**config.mk**
```make
export PLATFORM = sky130hd
export DESIGN_NAME = pe_out_router
export DESIGN_NICKNAME = d
export VERILOG_FILES = /design/src/rtl/pe_out_router_pkg.sv /design/src/rtl/pe_out_router_slot.sv /design/src/rtl/pe_out_router.sv
export SDC_FILE = /design/constraint.sdc
export NUM_CORES = 1
export LEC_CHECK = 0
export BUFFER_PORTS_ARGS = -buffer_cell sky130_fd_sc_hd__buf_4
export CORE_MARGIN = 2
export CORE_UTILIZATION = 50
export DETAILED_ROUTE_END_ITERATION = 16
export GPL_TIMING_DRIVEN = 0
export PLACE_DENSITY = 0.79
export SETUP_SLACK_MARGIN = 0.02
export SLEW_MARGIN = 20
export SYNTH_ARGS = -nofsm -noshare
export SYNTH_HDL_FRONTEND = slang
export SYNTH_HIERARCHICAL = 1
export SYNTH_SLANG_ARGS = --single-unit
```
**constraint.sdc**
```tcl
create_clock -name clk -period 2.9 [get_ports clk]
set_input_delay 0.29 -clock clk [delete_from_list [all_inputs] [get_ports clk]]
set_output_delay 0.29 -clock clk [all_outputs]
set_load 0.005 [all_outputs]
```
**src/rtl/pe_out_router_pkg.sv**
```systemverilog
// pe_out_router_pkg -- shared constants for the PE output router.
//   PE_OUT_5x5   : width of the 5x5 switch configuration word
//   SRC_*        : source indices used in each 3-bit destination select
//   SEL_OFF      : canonical "destination disabled" select (5 and 6 also disable)
package pe_out_router_pkg;

  localparam int PE_OUT_5x5 = 15;
  localparam int NUM_SRC    = 5;
  localparam int NUM_DST    = 5;
  localparam int SEL_W      = 3;

  localparam logic [SEL_W-1:0] SRC_ALU = 3'd0;
  localparam logic [SEL_W-1:0] SRC_R0  = 3'd1;
  localparam logic [SEL_W-1:0] SRC_R1  = 3'd2;
  localparam logic [SEL_W-1:0] SRC_R2  = 3'd3;
  localparam logic [SEL_W-1:0] SRC_R3  = 3'd4;
  localparam logic [SEL_W-1:0] SEL_OFF = 3'd7;

  localparam logic [PE_OUT_5x5-1:0] CFG_ALL_OFF = '1;

  // Any select above the last source index disables the destination.
  function automatic logic sel_enabled(input logic [SEL_W-1:0] sel);
    return (sel <= SRC_R3);
  endfunction

endpackage

```
**src/rtl/pe_out_router_slot.sv**
```systemverilog
// pe_out_slot -- one destination of the PE output router.
//   sel      : 3-bit source select for this destination (5..7 = disabled)
//   srcs     : all five sources, index 0 = ALU .. 4 = R3
//   issue    : a result beat is being accepted this cycle
//   rdy/vld  : downstream handshake, dout is the registered data
//   ready_ok : this destination can take a new beat (or is disabled)
module pe_out_slot
  import pe_out_router_pkg::*;
#(
  parameter int DW = 32
) (
  input  logic                          clk,
  input  logic                          rst_n,
  input  logic [SEL_W-1:0]              sel,
  input  logic [NUM_SRC-1:0][DW-1:0]    srcs,
  input  logic                          issue,
  input  logic                          rdy,
  output logic [DW-1:0]                 dout,
  output logic                          vld,
  output logic                          ready_ok
);

  logic          enabled;
  logic [DW-1:0] sel_data;

  assign enabled  = sel_enabled(sel);
  assign ready_ok = !enabled || !vld || rdy;

  always_comb begin
    sel_data = '0;
    case (sel)
      SRC_ALU: sel_data = srcs[0];
      SRC_R0:  sel_data = srcs[1];
      SRC_R1:  sel_data = srcs[2];
      SRC_R2:  sel_data = srcs[3];
      SRC_R3:  sel_data = srcs[4];
      default: sel_data = '0;
    endcase
  end

  // Reload has priority over drain so a same-edge drain+issue keeps vld high.
  always_ff @(posedge clk or negedge rst_n) begin
    if (!rst_n) begin
      dout <= '0;
      vld  <= 1'b0;
    end else if (issue && enabled) begin
      dout <= sel_data;
      vld  <= 1'b1;
    end else if (vld && rdy) begin
      vld  <= 1'b0;
    end
  end

endmodule

```
**src/rtl/pe_out_router.sv**
```systemverilog
// pe_out_router -- routes five PE result sources to five destinations
// (N, S, W, E, LSU) through a reconfigurable 5x5 switch.
//   src_ALU..src_R3     : result sources (indices 0..4)
//   cfg_switch/cfg_load : new configuration and capture request
//   cfg_err             : one-cycle pulse when a cfg_load is rejected
//   in_valid/in_ready   : issue handshake for one result beat
//   dout_X/vld_X/rdy_X  : per-destination registered output handshake
//   stall_cnt           : saturating count of in_valid && !in_ready cycles
module pe_out_router
  import pe_out_router_pkg::*;
#(
  parameter int DW = 32
) (
  input  logic                  clk,
  input  logic                  rst_n,
  input  logic [DW-1:0]         src_ALU,
  input  logic [DW-1:0]         src_R0,
  input  logic [DW-1:0]         src_R1,
  input  logic [DW-1:0]         src_R2,
  input  logic [DW-1:0]         src_R3,
  input  logic [PE_OUT_5x5-1:0] cfg_switch,
  input  logic                  cfg_load,
  output logic                  cfg_err,
  input  logic                  in_valid,
  output logic                  in_ready,
  output logic [DW-1:0]         dout_N,
  output logic [DW-1:0]         dout_S,
  output logic [DW-1:0]         dout_W,
  output logic [DW-1:0]         dout_E,
  output logic [DW-1:0]         dout_LSU,
  output logic                  vld_N,
  output logic                  vld_S,
  output logic                  vld_W,
  output logic                  vld_E,
  output logic                  vld_LSU,
  input  logic                  rdy_N,
  input  logic                  rdy_S,
  input  logic                  rdy_W,
  input  logic                  rdy_E,
  input  logic                  rdy_LSU,
  output logic [15:0]           stall_cnt
);

  logic [PE_OUT_5x5-1:0]       cfg_r;
  logic [NUM_SRC-1:0][DW-1:0]  srcs;
  logic [DW-1:0]               dout_a [NUM_DST];
  logic [NUM_DST-1:0]          vld_a;
  logic [NUM_DST-1:0]          rdy_a;
  logic [NUM_DST-1:0]          ok_a;
  logic                        issue;
  logic                        cfg_accept;

  assign srcs  = {src_R3, src_R2, src_R1, src_R0, src_ALU};
  assign rdy_a = {rdy_LSU, rdy_E, rdy_W, rdy_S, rdy_N};

  // Disabled slots report ready_ok=1, so an all-off config is always ready.
  assign in_ready   = &ok_a;
  assign issue      = in_valid && in_ready;
  assign cfg_accept = cfg_load && !(|vld_a) && !issue;

  // Slot g takes select field g counted from the MSB: N, S, W, E, LSU.
  for (genvar g = 0; g < NUM_DST; g++) begin : g_slot
    pe_out_slot #(.DW(DW)) u_slot (
      .clk      (clk),
      .rst_n    (rst_n),
      .sel      (cfg_r[PE_OUT_5x5-1-SEL_W*g -: SEL_W]),
      .srcs     (srcs),
      .issue    (issue),
      .rdy      (rdy_a[g]),
      .dout     (dout_a[g]),
      .vld      (vld_a[g]),
      .ready_ok (ok_a[g])
    );
  end

  assign dout_N   = dout_a[0];
  assign dout_S   = dout_a[1];
  assign dout_W   = dout_a[2];
  assign dout_E   = dout_a[3];
  assign dout_LSU = dout_a[4];
  assign vld_N    = vld_a[0];
  assign vld_S    = vld_a[1];
  assign vld_W    = vld_a[2];
  assign vld_E    = vld_a[3];
  assign vld_LSU  = vld_a[4];

  always_ff @(posedge clk or negedge rst_n) begin
    if (!rst_n) begin
      cfg_r   <= CFG_ALL_OFF;
      cfg_err <= 1'b0;
    end else begin
      if (cfg_accept) cfg_r <= cfg_switch;
      cfg_err <= cfg_load && !cfg_accept;
    end
  end

  always_ff @(posedge clk or negedge rst_n) begin
    if (!rst_n) begin
      stall_cnt <= '0;
    end else if (in_valid && !in_ready && (stall_cnt != '1)) begin
      stall_cnt <= stall_cnt + 16'd1;
    end
  end

endmodule

```
-- Word-level counts from Yosys, hierarchy flattened
Index checks and enable logic that the tools add are counted.
- add/sub/neg operators: 1
- order comparisons: 5
- equality and inequality tests: 21
- muxes and demuxes: 15
- reductions and logical operators: 52
- operator list (kind ; count):
    $pmux 32 s5 ; 5
    $eq 3x2->1 const B ; 10
    $add 16x1->16 const B ; 1
    $logic_and 1x1->1 ; 16
    $ne 16x16->1 const B ; 1
    $eq 3x1->1 const B ; 5
    $eq 3x3->1 const B ; 5
    $le 3x3->1 const B ; 5
    $logic_not 3->1 ; 5
    $logic_not 1->1 ; 14
    $logic_or 1x1->1 ; 10
    $mux 1 ; 10
    $reduce_bool 2->1 ; 5
    $reduce_and 5->1 ; 1
    $reduce_or 5->1 ; 1
- register bits: 197

-- Longest topological paths before layout
- depth in word-level cells: 10
- depth in mapped cells: 14
- gate-level depth less buffers: 9

-- Hierarchy
Netlist, hierarchy kept.
- modules (own cells, without submodules) (module ; instances ; cells each ; area an instance (sq um) ; seq. area each (sq um)):
    pe_out_slot ; 5 ; 294 ; 2632.5 ; 825.8
    pe_out_router ; 1 ; 116 ; 1496.4 ; 819.5

-- Least setup slack after synthesis
Ideal clock, no wire load.
- path kind: register to register
- from: reg cfg_r[1]
- to: reg g_slot[0].u_slot.dout[5]
- library setup time: 0.121 ns
- data arrival time: 2.905 ns
- path slack: -0.126 ns
- stages on the path, launching flop included: 14
- period minus slack after synthesis: 3.026 ns
- cells stage by stage: dfstp_2 buf_6 or2_1 buf_6 clkbuf_1 nand2_1 nand3_1 nand4_1 nor2_1 and2_1 clkbuf_1 nor2b_1 a21oi_1 o22a_1
- longest elaborated chain between the ends: 7
- RTL lines (what ; line ; RTL):
    start, declared ; pe_out_router.sv:44 ; logic [PE_OUT_5x5-1:0] cfg_r;
    start signal, assigned ; pe_out_router.sv:92 ; if (cfg_accept) cfg_r <= cfg_switch;
    $le 3x3->1 ; pe_out_router_pkg.sv:23 ; return (sel <= SRC_R3);
    $logic_not 1->1 ; pe_out_router_slot.sv:27 ; assign ready_ok = !enabled || !vld || rdy;
    $logic_or 1x1->1 (2 in a row) ; pe_out_router_slot.sv:27 ;
    net ok_a[4] ; pe_out_router.sv:49 ; logic [NUM_DST-1:0] ok_a;
    $reduce_and 5->1 ; pe_out_router.sv:57 ; assign in_ready = &ok_a;
    net in_ready ; pe_out_router.sv:25 ; output logic in_ready,
    $logic_and 1x1->1 ; pe_out_router.sv:58 ; assign issue = in_valid && in_ready;
    net issue ; pe_out_router.sv:50 ; logic issue;
    $logic_and 1x1->1 ; pe_out_router_slot.sv:46 ; end else if (issue && enabled) begin
    end signal, assigned ; pe_out_router_slot.sv:47 ; dout <= sel_data;
    end, declared ; pe_out_router_slot.sv:18 ; output logic [DW-1:0] dout,
The timed path passes the listed nets, and every way through them passes these cells.
A chain may end at the register's enable or synchronous reset.

-- Final worst setup path
- from: reg cfg_r[14]
- to: reg g_slot[0].u_slot.dout[29]
- longest elaborated chain between the ends: 7
- elaborated cells on any way between the ends: 13
- those cells by class: 1 x order compare; 4 x eq/ne; 1 x mux; 7 x reduce/logical
- RTL lines (what ; line):
    $le 3x3->1 ; pe_out_router_pkg.sv:23
    $logic_not 1->1 ; pe_out_router_slot.sv:27
    $logic_or 1x1->1 (2 in a row) ; pe_out_router_slot.sv:27
    net ok_a[0] ; pe_out_router.sv:49
    $reduce_and 5->1 ; pe_out_router.sv:57
    $logic_and 1x1->1 ; pe_out_router.sv:58
    net issue ; pe_out_router.sv:50
    $logic_and 1x1->1 ; pe_out_router_slot.sv:46
The timed path passes the listed nets, and every way through them passes these cells.

==> run_results.csv <==
group,metric,value,unit
setup_path,critPathSlowestCell,"dfstp_2",
layout,final_cell_mix,"buf_4 (428), dfrtp_1 (182), mux2i_1 (135)",
timing,finalCriticalPeriod,2880,ps
drt,routed_wl,66500,µm
logic_synthesis,ys_ff_latch,197,
logic_synthesis,synth_nets,1771,
place,place_ws,-1330,ps
place,dp.cells,2338,
clock_network,path_clk_slew,90,ps
timing,worst_pin_slew,812,ps
setup_path,worstSetupPathType,"reg -> reg",
drt,wl_per_cell,27.4,µm
logic_synthesis,yosysSeqAreaShare,33.8,%
place,finalWeightedCongestion,0.981,
drt,drt_iter0_drc,2653,
outcome,run_status,"complete, no violations",
layout,nets,2214,
timing,timing.fmax,348,MHz
global_routing,grt_max_degree,88,
logic_synthesis,synth_cell_types,52,
setup_path,cp_cell_sequence,"buf_6, clkbuf_8, nand2_1, nand3_1, nand4_1, nor2_4, and2_4, buf_4, a21boi_4, buf_8, buf_4, nor2_1, a31oi_1",
layout,final_cells,2427,
clock_network,clock_latency,450,ps
logic_synthesis,synth_edf_count,0,
timing,drv_slew,0,
place,io_buffers,366,
global_routing,track_usage,41.7,%
setup_path,cp.required,3260,ps
timing,timing.final.crit_share,99.2,%
clock_network,cts_inserted_buffers,17,
logic_synthesis,syn_avg_cell_area,9.24,µm²
setup_path,startpoint_type,"flop",
logic_synthesis,synth_ff_type,"dfrtp_1",
logic_synthesis,syn_inst,1586,
logic_synthesis,ys_warn_count,6,
setup_path,arrival,3240,ps
drt,firstDrtPassIters,6,
timing,clock_skew,16.6,ps
power,power_density,1210,nW/µm²
floorplan,dieArea,30700,µm²
logic_synthesis,async_flop_share,100,%
global_routing,overflow,0,
layout,drive_above_1_share,36.1,%
clock_network,cts-root-buf,"clkbuf_16",
setup_path,slowest_delay,580,ps
power,ir_drop,750,µV
layout,synthToLayoutAreaGrowth,32.7,%
clock_network,cts_buffer_depth,2,
clock_network,htree_levels,4,
floorplan,ios,367,
setup_path,critical_path.most_common_cell,"buf_4",
floorplan,core_area,28800,µm²
global_routing,grt_pass1_wl,96300,µm
logic_synthesis,netlist.area_leader.share,31.1,%
setup_path,worstSetupEndpointType,"flop",
floorplan,num_rows,62,
timing,worst_hold_slack,45.3,ps
floorplan,die_x,175,µm
power,p_leak,0.00851,µW
setup_path,crit_fanout,10,
floorplan,initial_core_util,50.9,%
layout,layout_commonest_cell,"buf_4",
floorplan,dieHeight,175,µm
logic_synthesis,synth_area,14700,µm²
clock_network,cts_tree,"built",
logic_synthesis,synth_area_leader_cell,"dfrtp_1",
hold_path,hold_path_depth,2,
setup_path,r2r_slack,20,ps
place,detailed_place_hpwl,47500,µm
drt,drc,0,
timing,slew_headroom,45.9,%
timing,finalHoldViolCount,0,
global_routing,antenna_found_initial,2,
logic_synthesis,yosys-top-cells-area,"dfrtp_1 (31%), mux2_2 (9.9%), mux2i_1 (9.2%)",
flow_run,max_cap_violations,0,
clock_network,cts_num_sinks,197,
setup_path,ff2ff_path_depth,13,
timing,worst_slack,24.0,ps
global_routing,grt_pass1_vias,15900,
hold_path,hold_path_class,"in -> reg",
drt,route.vias.total,16300,
drt,ant_nets,0,
timing,setup_viol,0,
drt,avgViaCountPerCell,6.72,
==> layer usage <==
metal / GRT usage, % / routed length [µm] / vias to the layer above / part of all wire [%]
met1: 53.1 / 24100 / 7676 / 36
met3: 12.8 / 9210 / 335 / 14
met4: 26.3 / 4910 / 0 / 7.4
met2: 61.7 / 28200 / 1514 / 42
li1: - / - / 6790 / -
met5: 0 / 0 / - / 0
==> flip-flops by register name, summed over array words and instances, names as in the netlist <==
name                cells
cfg_err                 1
cfg_r                  15
g_slot.u_slot/dout    160
g_slot.u_slot/vld       5
stall_cnt              16
==> metrics by stage <==
stage / utilization (%) / instance area [µm²] / power (µW) / TNS [ps]
floorplan: - / 14700 / 13300 / 0
global placement: 62.2 / 17900 / 18700 / -149750
detailed placement: 62.4 / 18000 / 19000 / -153670
CTS: 67.0 / 19300 / 22600 / 0
global route: 67.6 / 19500 / 24400 / -20.8
finish: 67.6 / 19500 / 23500 / 0
==> path summary, 6_finish.rpt <==
kind	from	endpoint
max	cfg_r[14]$_DFFE_PN1P_	g_slot[0].u_slot/dout[29]$_DFFE_PN0P_
min	cfg_switch[7]	cfg_r[7]$_DFFE_PN1P_
max reg2reg	cfg_r[14]$_DFFE_PN1P_	g_slot[0].u_slot/dout[29]$_DFFE_PN0P_
min reg2reg	g_slot[3].u_slot/dout[5]$_DFFE_PN0P_	g_slot[3].u_slot/dout[5]$_DFFE_PN0P_
max in group asynchronous	rst_n	g_slot[1].u_slot/dout[17]$_DFFE_PN0P_
min in group asynchronous	rst_n	g_slot[4].u_slot/dout[9]$_DFFE_PN0P_
==> area by class of cell <==
cell class / count / area, µm²
fillers: 2292 / 9330
well taps: 384 / 480
flip-flops and latches: 197 / 4950
multi-input cells: 1197 / 8820
repair buffers: 428 / 3370
clock buffers: 18 / 439
clock inverters: 14 / 159
inverters: 36 / 135
plain buffers: 152 / 1090
diodes: 1 / 2.50
==> report_power, final <==
group          switching [µW]  internal [µW]
clock network            1300           1190
logic                    8500           7240
registers                1150           4170
total                   10900          12600
==> synth_stat cells (3+ instances only) <==
| master | count |
|---|---|
| nand2_1 | 70 |
| o21ai_0 | 95 |
| clkbuf_1 | 60 |
| o21ai_1 | 6 |
| a31oi_1 | 55 |
| a41oi_1 | 5 |
| nand4_1 | 4 |
| mux2i_1 | 135 |
| nand3_1 | 17 |
| xor2_1 | 8 |
| a21oi_1 | 95 |
| o22ai_1 | 35 |
| mux2_2 | 129 |
| dfrtp_1 | 182 |
| a21boi_0 | 5 |
| a21o_1 | 5 |
| buf_2 | 61 |
| or2_1 | 5 |
| and2_0 | 6 |
| dfstp_2 | 15 |
| xnor2_1 | 6 |
| nor2_1 | 68 |
| o32a_1 | 5 |
| nand2b_1 | 95 |
| o22a_1 | 60 |
| nor4_1 | 4 |
| a221o_1 | 35 |
| nor2b_1 | 81 |
| a211oi_1 | 60 |
| buf_6 | 20 |
| mux2_1 | 3 |
| buf_4 | 11 |
| and2_1 | 3 |
| a21boi_4 | 5 |
| o32ai_1 | 30 |
| a22oi_1 | 35 |
| inv_1 | 36 |
| nor3b_1 | 6 |
| nor3_1 | 9 |
| buf_1 | 5 |
==> cell families after synthesis <==
family | count (synthesis) | share of synthesized area, %
compound gates | 533 | 25.1
xor+xnor | 14 | 0.836
fa+ha+maj | 1 | 0.0853
buf+inv | 193 | 6.77
flops | 197 | 33.8
mux | 267 | 19.4
simple gates | 381 | 14.1
==> critical path, delay by kind of cell (launching register included) <==
family,cells,cell delay [ps]
and+or+nand+nor,6,830
buffers and inverters,5,980
AOI/OAI and AO/OA,2,370
DFF,1,580
==> what timing repair did <==
item                       in CTS  in global routing
setup buffers                  35                 21
cloned                          3                  1
hold endpoints to repair       44                  0
setup endpoints to repair     186                166
hold buffers                    1                  0
resized for setup             104                 28
pin swaps                       4                  5
(Power assumes the default switching activity.)
